### config.mk
export PLATFORM = sky130hd
export DESIGN_NAME = uart_tx
export DESIGN_NICKNAME = d
export VERILOG_FILES = /design/src/rtl/uart_pkg.sv /design/src/rtl/uart_tx.sv
export SDC_FILE = /design/constraint.sdc
export NUM_CORES = 1
export LEC_CHECK = 0
export BUFFER_PORTS_ARGS = -buffer_cell sky130_fd_sc_hd__buf_2
export CAP_MARGIN = 20
export CORE_AREA = 4 4 50 52
export CTS_BUF_LIST = sky130_fd_sc_hd__clkbuf_2
export DETAILED_ROUTE_END_ITERATION = 8
export DIE_AREA = 0 0 54 56
export PLACE_DENSITY = 0.86
export REMOVE_ABC_BUFFERS = 1
export SLEW_MARGIN = 5
export SYNTH_ARGS = -nofsm -noshare
export SYNTH_HDL_FRONTEND = slang
export SYNTH_SLANG_ARGS = --single-unit
### constraint.sdc
create_clock -name clk -period 2 [get_ports clk]
set_input_delay 0.4 -clock clk [delete_from_list [all_inputs] [get_ports clk]]
set_output_delay 0.4 -clock clk [all_outputs]
set_load 0.1 [all_outputs]
### src/rtl/uart_pkg.sv
// rtl/uart_pkg.sv - shared UART state encodings and framing constants
package uart_pkg;

  // Frame states, shared by the transmitter and the receiver
  typedef enum logic [2:0] {
    ST_IDLE   = 3'd0,
    ST_START  = 3'd1,
    ST_DATA   = 3'd2,
    ST_PARITY = 3'd3,
    ST_STOP   = 3'd4
  } uart_state_e;

  // s_ticks per bit period
  localparam int OVERSAMPLE = 16;

  // s_ticks spent in the stop period
  localparam int SB_1   = 16;
  localparam int SB_1P5 = 24;
  localparam int SB_2   = 32;

  // Tick counter must hold both a full bit period and the whole stop period
  function automatic int tick_width(input int sb_tick);
    int w;
    w = $clog2(sb_tick);
    return (w > 4) ? w : 4;
  endfunction

endpackage

### src/rtl/uart_tx.sv
// rtl/uart_tx.sv - UART serial transmitter driven by the shared 16x baud tick
module uart_tx
  import uart_pkg::*;
#(
  parameter int DBIT       = 8,
  parameter int SB_TICK    = SB_1,
  parameter int PARITY_EN  = 0,
  parameter int PARITY_ODD = 0
) (
  input  logic            clk,
  input  logic            reset_n,
  input  logic            s_tick,
  input  logic            tx_start,
  input  logic [DBIT-1:0] tx_din,
  output logic            tx_done_tick,
  output logic            tx_busy,
  output logic            tx
);

  localparam int SW = tick_width(SB_TICK);
  localparam int NW = (DBIT > 1) ? $clog2(DBIT) : 1;

  localparam logic [SW-1:0] S_LAST_BIT  = SW'(OVERSAMPLE - 1);
  localparam logic [SW-1:0] S_LAST_STOP = SW'(SB_TICK - 1);
  localparam logic [SW-1:0] S_ONE       = SW'(1);
  localparam logic [NW-1:0] N_LAST      = NW'(DBIT - 1);
  localparam logic [NW-1:0] N_ONE       = NW'(1);
  localparam logic          PAR_ODD_BIT = (PARITY_ODD != 0);
  localparam bit            HAS_PARITY  = (PARITY_EN != 0);

  uart_state_e     state_reg, state_next;
  logic [SW-1:0]   s_reg, s_next;
  logic [NW-1:0]   n_reg, n_next;
  logic [DBIT-1:0] b_reg, b_next;
  logic            p_reg, p_next;
  logic            tx_reg, tx_next;

  // State register with async reset; the line returns to idle-high at once
  always_ff @(posedge clk or negedge reset_n) begin
    if (!reset_n) begin
      state_reg <= ST_IDLE;
      s_reg     <= '0;
      n_reg     <= '0;
      b_reg     <= '0;
      p_reg     <= 1'b0;
      tx_reg    <= 1'b1;
    end else begin
      state_reg <= state_next;
      s_reg     <= s_next;
      n_reg     <= n_next;
      b_reg     <= b_next;
      p_reg     <= p_next;
      tx_reg    <= tx_next;
    end
  end

  // Next-state logic: every timed state advances only on s_tick
  always_comb begin
    state_next = state_reg;
    s_next     = s_reg;
    n_next     = n_reg;
    b_next     = b_reg;
    p_next     = p_reg;
    case (state_reg)
      ST_IDLE: begin
        // A tick arriving together with the start request is not counted
        if (tx_start) begin
          b_next     = tx_din;
          p_next     = (^tx_din) ^ PAR_ODD_BIT;
          s_next     = '0;
          state_next = ST_START;
        end
      end
      ST_START: begin
        if (s_tick) begin
          if (s_reg == S_LAST_BIT) begin
            s_next     = '0;
            n_next     = '0;
            state_next = ST_DATA;
          end else begin
            s_next = s_reg + S_ONE;
          end
        end
      end
      ST_DATA: begin
        if (s_tick) begin
          if (s_reg == S_LAST_BIT) begin
            s_next = '0;
            b_next = b_reg >> 1;
            if (n_reg == N_LAST) begin
              state_next = HAS_PARITY ? ST_PARITY : ST_STOP;
            end else begin
              n_next = n_reg + N_ONE;
            end
          end else begin
            s_next = s_reg + S_ONE;
          end
        end
      end
      ST_PARITY: begin
        if (s_tick) begin
          if (s_reg == S_LAST_BIT) begin
            s_next     = '0;
            state_next = ST_STOP;
          end else begin
            s_next = s_reg + S_ONE;
          end
        end
      end
      ST_STOP: begin
        if (s_tick) begin
          if (s_reg == S_LAST_STOP) begin
            s_next     = '0;
            state_next = ST_IDLE;
          end else begin
            s_next = s_reg + S_ONE;
          end
        end
      end
      default: begin
        state_next = ST_IDLE;
        s_next     = '0;
        n_next     = '0;
      end
    endcase
  end

  // Outputs: line level for the state being entered, plus status flags
  always_comb begin
    case (state_next)
      ST_START:  tx_next = 1'b0;
      ST_DATA:   tx_next = b_next[0];
      ST_PARITY: tx_next = p_next;
      default:   tx_next = 1'b1;
    endcase
    tx_done_tick = (state_reg == ST_STOP) && s_tick && (s_reg == S_LAST_STOP);
    tx_busy      = (state_reg != ST_IDLE);
  end

  assign tx = tx_reg;

endmodule

==> results.rst <==
.. list-table::
   :header-rows: 1

   * - Metric
     - Value
   * - Power after layout
     - 1450 µW
   * - Initial core utilization
     - 0.528
   * - Max FFs per register
     - 8
   * - Final weighted congestion in routability-driven placement
     - between 0.7 and 0.8
   * - CTS tree
     - built
   * - Drt wl/cell
     - 15.2 µm
   * - Maximum number of pins on one net before global-route repair
     - 21
   * - Overflow left after global routing
     - 0
   * - Gate power share
     - 0.418
   * - ANT nets after route
     - 0
   * - Final setup vio count
     - 0
   * - Average vias per placed instance
     - 6.10
   * - Final-stage net count
     - ~140
   * - Placement-stage worst setup slack
     - 259 ps
   * - Switching power as a share of total power
     - 0.420
   * - Register area share after synthesis
     - 0.451
   * - Clk root buf
     - clkbuf_2
   * - Netlist area before placement
     - 1110 µm²
   * - Latest clock arrival within the worst-skew pair
     - 320 ps
   * - Synth unique cells
     - 37
   * - Number of max-slew violations in the final report
     - 0
   * - Skew final
     - 21.3 ps
   * - Wire length of the first global-routing pass
     - 3.78 mm
   * - Chip height
     - 56 µm
   * - Class of the tightest hold or removal check
     - in2reg
   * - Aggregate negative setup slack
     - 0 ps
   * - Endpoint kind of the worst setup timing path
     - output port
   * - Worst slew pin tran
     - 497 ps
   * - TritonRoute pass-1 iters
     - 6
   * - Count of routing violations after the opening detailed-route iteration
     - 41
   * - Global-route usage over all layers
     - 0.162
   * - Wire length after detailed routing
     - 2.33 mm
   * - Placed wire-length estimate
     - 1.64 mm
   * - Max rail drop VDD
     - roughly 0.65 mV
   * - Number of enable-type register cells in the synthesized netlist
     - 0
   * - Highest-count cells in the layout ignoring fill and taps
     - 17 x dfrtp_1, 13 x inv_1, 13 x buf_2, 7 x xnor2_1
   * - Power per cell area
     - roughly 1200 nW/µm²
   * - Net switching power
     - 609 µW
   * - Count of pins on the block boundary
     - 15
   * - Tmin final
     - slightly below 2000 ps
   * - Mapped Cells
     - about 110
   * - Number of failing hold endpoints at the final stage
     - 0
   * - DRC errors left
     - 0
   * - Kind of launch point of the worst setup path
     - register
   * - Top flip-flop cell by instance count after synthesis
     - dfrtp_1
   * - Total vias in the final route
     - 934
   * - Minimum hold slack
     - 332 ps
   * - Horiz. Die Dim
     - approximately 54 µm
   * - Crit-path max cell delay
     - 530 ps
   * - Final period util
     - 0.962
   * - Highest clock frequency the design can meet
     - ~520 MHz
   * - DIE AREA
     - roughly 3000 µm²
   * - Worst endpoint data arrival time
     - 1520 ps
   * - Number of flip-flops and latches in the synthesized netlist
     - 20
   * - Type of the worst setup path
     - reg2out
   * - Number of buffers inserted during clock tree synthesis
     - 3
   * - Number of antenna violations at the first check in global routing
     - 0
   * - Number of antenna repair diodes
     - 0
   * - Yosys warns
     - 0
   * - Top cell type's share of synthesized area
     - 0.427
   * - Largest cells by area after synthesis
     - dfrtp_1 43%, xnor2_1 5.5%, a222oi_1 5.4%
   * - Placement row count
     - 17
   * - Crit path max-delay cell type
     - dfrtp_2
   * - Leakage power of the design
     - 0.000593 µW
   * - Count of input and output buffers
     - 14
   * - Library cell with the largest summed area after synthesis
     - dfrtp_1
   * - Largest buffer count on any clock path
     - 2
   * - Core area
     - 2110 µm²
   * - Sink Count
     - 20
   * - Result of the run
     - finished clean
   * - Number of global-route vias before repair
     - 896
   * - Part of the power in registers
     - 0.459
   * - Largest fanout of any net on the critical path
     - 11
   * - Clock network power share
     - 0.123
   * - Synth async-reset ratio
     - 1.00
   * - Internal power component
     - between 800 and 900 µW
   * - Average cell area after synthesis
     - 10.2 µm²
   * - Post-route worst setup slack
     - 75.3 ps
   * - Count of max-cap constraint violations
     - 0
   * - Clock slew at the register clock pins of the worst setup and hold paths
     - 210 ps
   * - Cell-by-cell listing of the critical path
     - nor3_2 > inv_1 > buf_2
   * - Most common cell after layout, fill and taps aside
     - dfrtp_1
   * - Required time at the worst-slack endpoint
     - 1600 ps
   * - H-tree levels
     - 1
   * - Post-synthesis to final-layout area growth
     - 12.9%
   * - Fraction of layout instances using a drive strength above 1
     - 0.296
   * - Tightest slew margin relative to the limit
     - 0.666
==> cell usage after synthesis, types with 2 or more instances <==
library cell   n
dfrtp_1       19
inv_1         13
nor2_1         7
xnor2_1        7
a222oi_1       6
a21oi_1        5
o21ai_1        5
a22o_1         4
a31oi_1        4
buf_2          4
ha_1           3
nand2_1        3
and3_1         2
buf_6          2
mux2_2         2
nand4_1        2
==> critical path: cells and delay by family, from the launching register on <==
| family | cells | cell delay, ps |
|---|---|---|
| simple gates | 1 | 310 |
| buf+inv | 2 | 350 |
| flops | 1 | 530 |
==> path summary, 6_finish.rpt <==
kind | start | to | slack [ps] | depth (start not counted)
hold / removal | tx_din[7] | b_reg[7]$_DFFE_PN0P_ | 330 | 2
setup reg to reg | s_reg[1]$_DFFE_PN0P_ | tx$_DFF_PN1_ | 150 | 7
min in group asynchronous | reset_n | state_reg[1]$_DFF_PN0_ | 510 | 2
max in group asynchronous | reset_n | tx$_DFF_PN1_ | 1130 | 2
setup / recovery | state_reg[2]$_DFF_PN0_ | tx_busy | 80 | 3
hold reg to reg | b_reg[2]$_DFFE_PN0P_ | b_reg[1]$_DFFE_PN0P_ | 530 | 2
==> kinds of logic (layout without fill, tap and decap cells) <==
kind of cell             Yosys count  after routing  share of synthesized area
AND/OR/NAND/NOR                   25             25                      0.129
multiplexers                       2              2                     0.0202
adder cells (fa/ha/maj)            3              3                     0.0337
XOR/XNOR                           7              7                     0.0551
AO/OA/AOI/OAI                     33             33                      0.228
buffers and inverters             19             35                     0.0821
flip-flops                        20             20                      0.451
==> power groups by stage <==
stage	registers (µW)	clock network (µW)	logic, µW
4_1_cts	668	180	581
3_3_place_gp	672	0	536
6_report	667	179	607
2_1_floorplan	714	0	394
5_1_grt	685	190	677
3_5_place_dp	684	0	556
==> final cells by class <==
type                       instances  area (µm²)
sequential                        20         504
inverter                          13        48.8
fill                             166         850
clock buffer                       4        20.0
timing repair buffer              18         118
multi-input combinational         70         531
tap                               28        35.0
==> timing repair <==
action	CTS	global route
gates cloned	0	0
hold buffers	1	0
gates resized for setup	1	4
endpoints found under the setup margin	1	3
endpoints found under the hold margin	10	0
pin swaps	1	1
setup buffers	2	1
==> metal layers <==
metal,track usage,share of wire
met5,0,0
met3,0.0241,0.045
met2,0.282,0.53
met1,0.200,0.41
met4,0.0427,0.015
==> per-stage QoR <==
step                       util  area (µm²)  instances
after floorplan               -        1070        103
after global placement    0.565        1190        145
after detailed placement  0.565        1190        145
after CTS                 0.588        1240        152
after global routing      0.597        1260        153
final                     0.597        1260        153
Power figures use the tool's default switching activity.
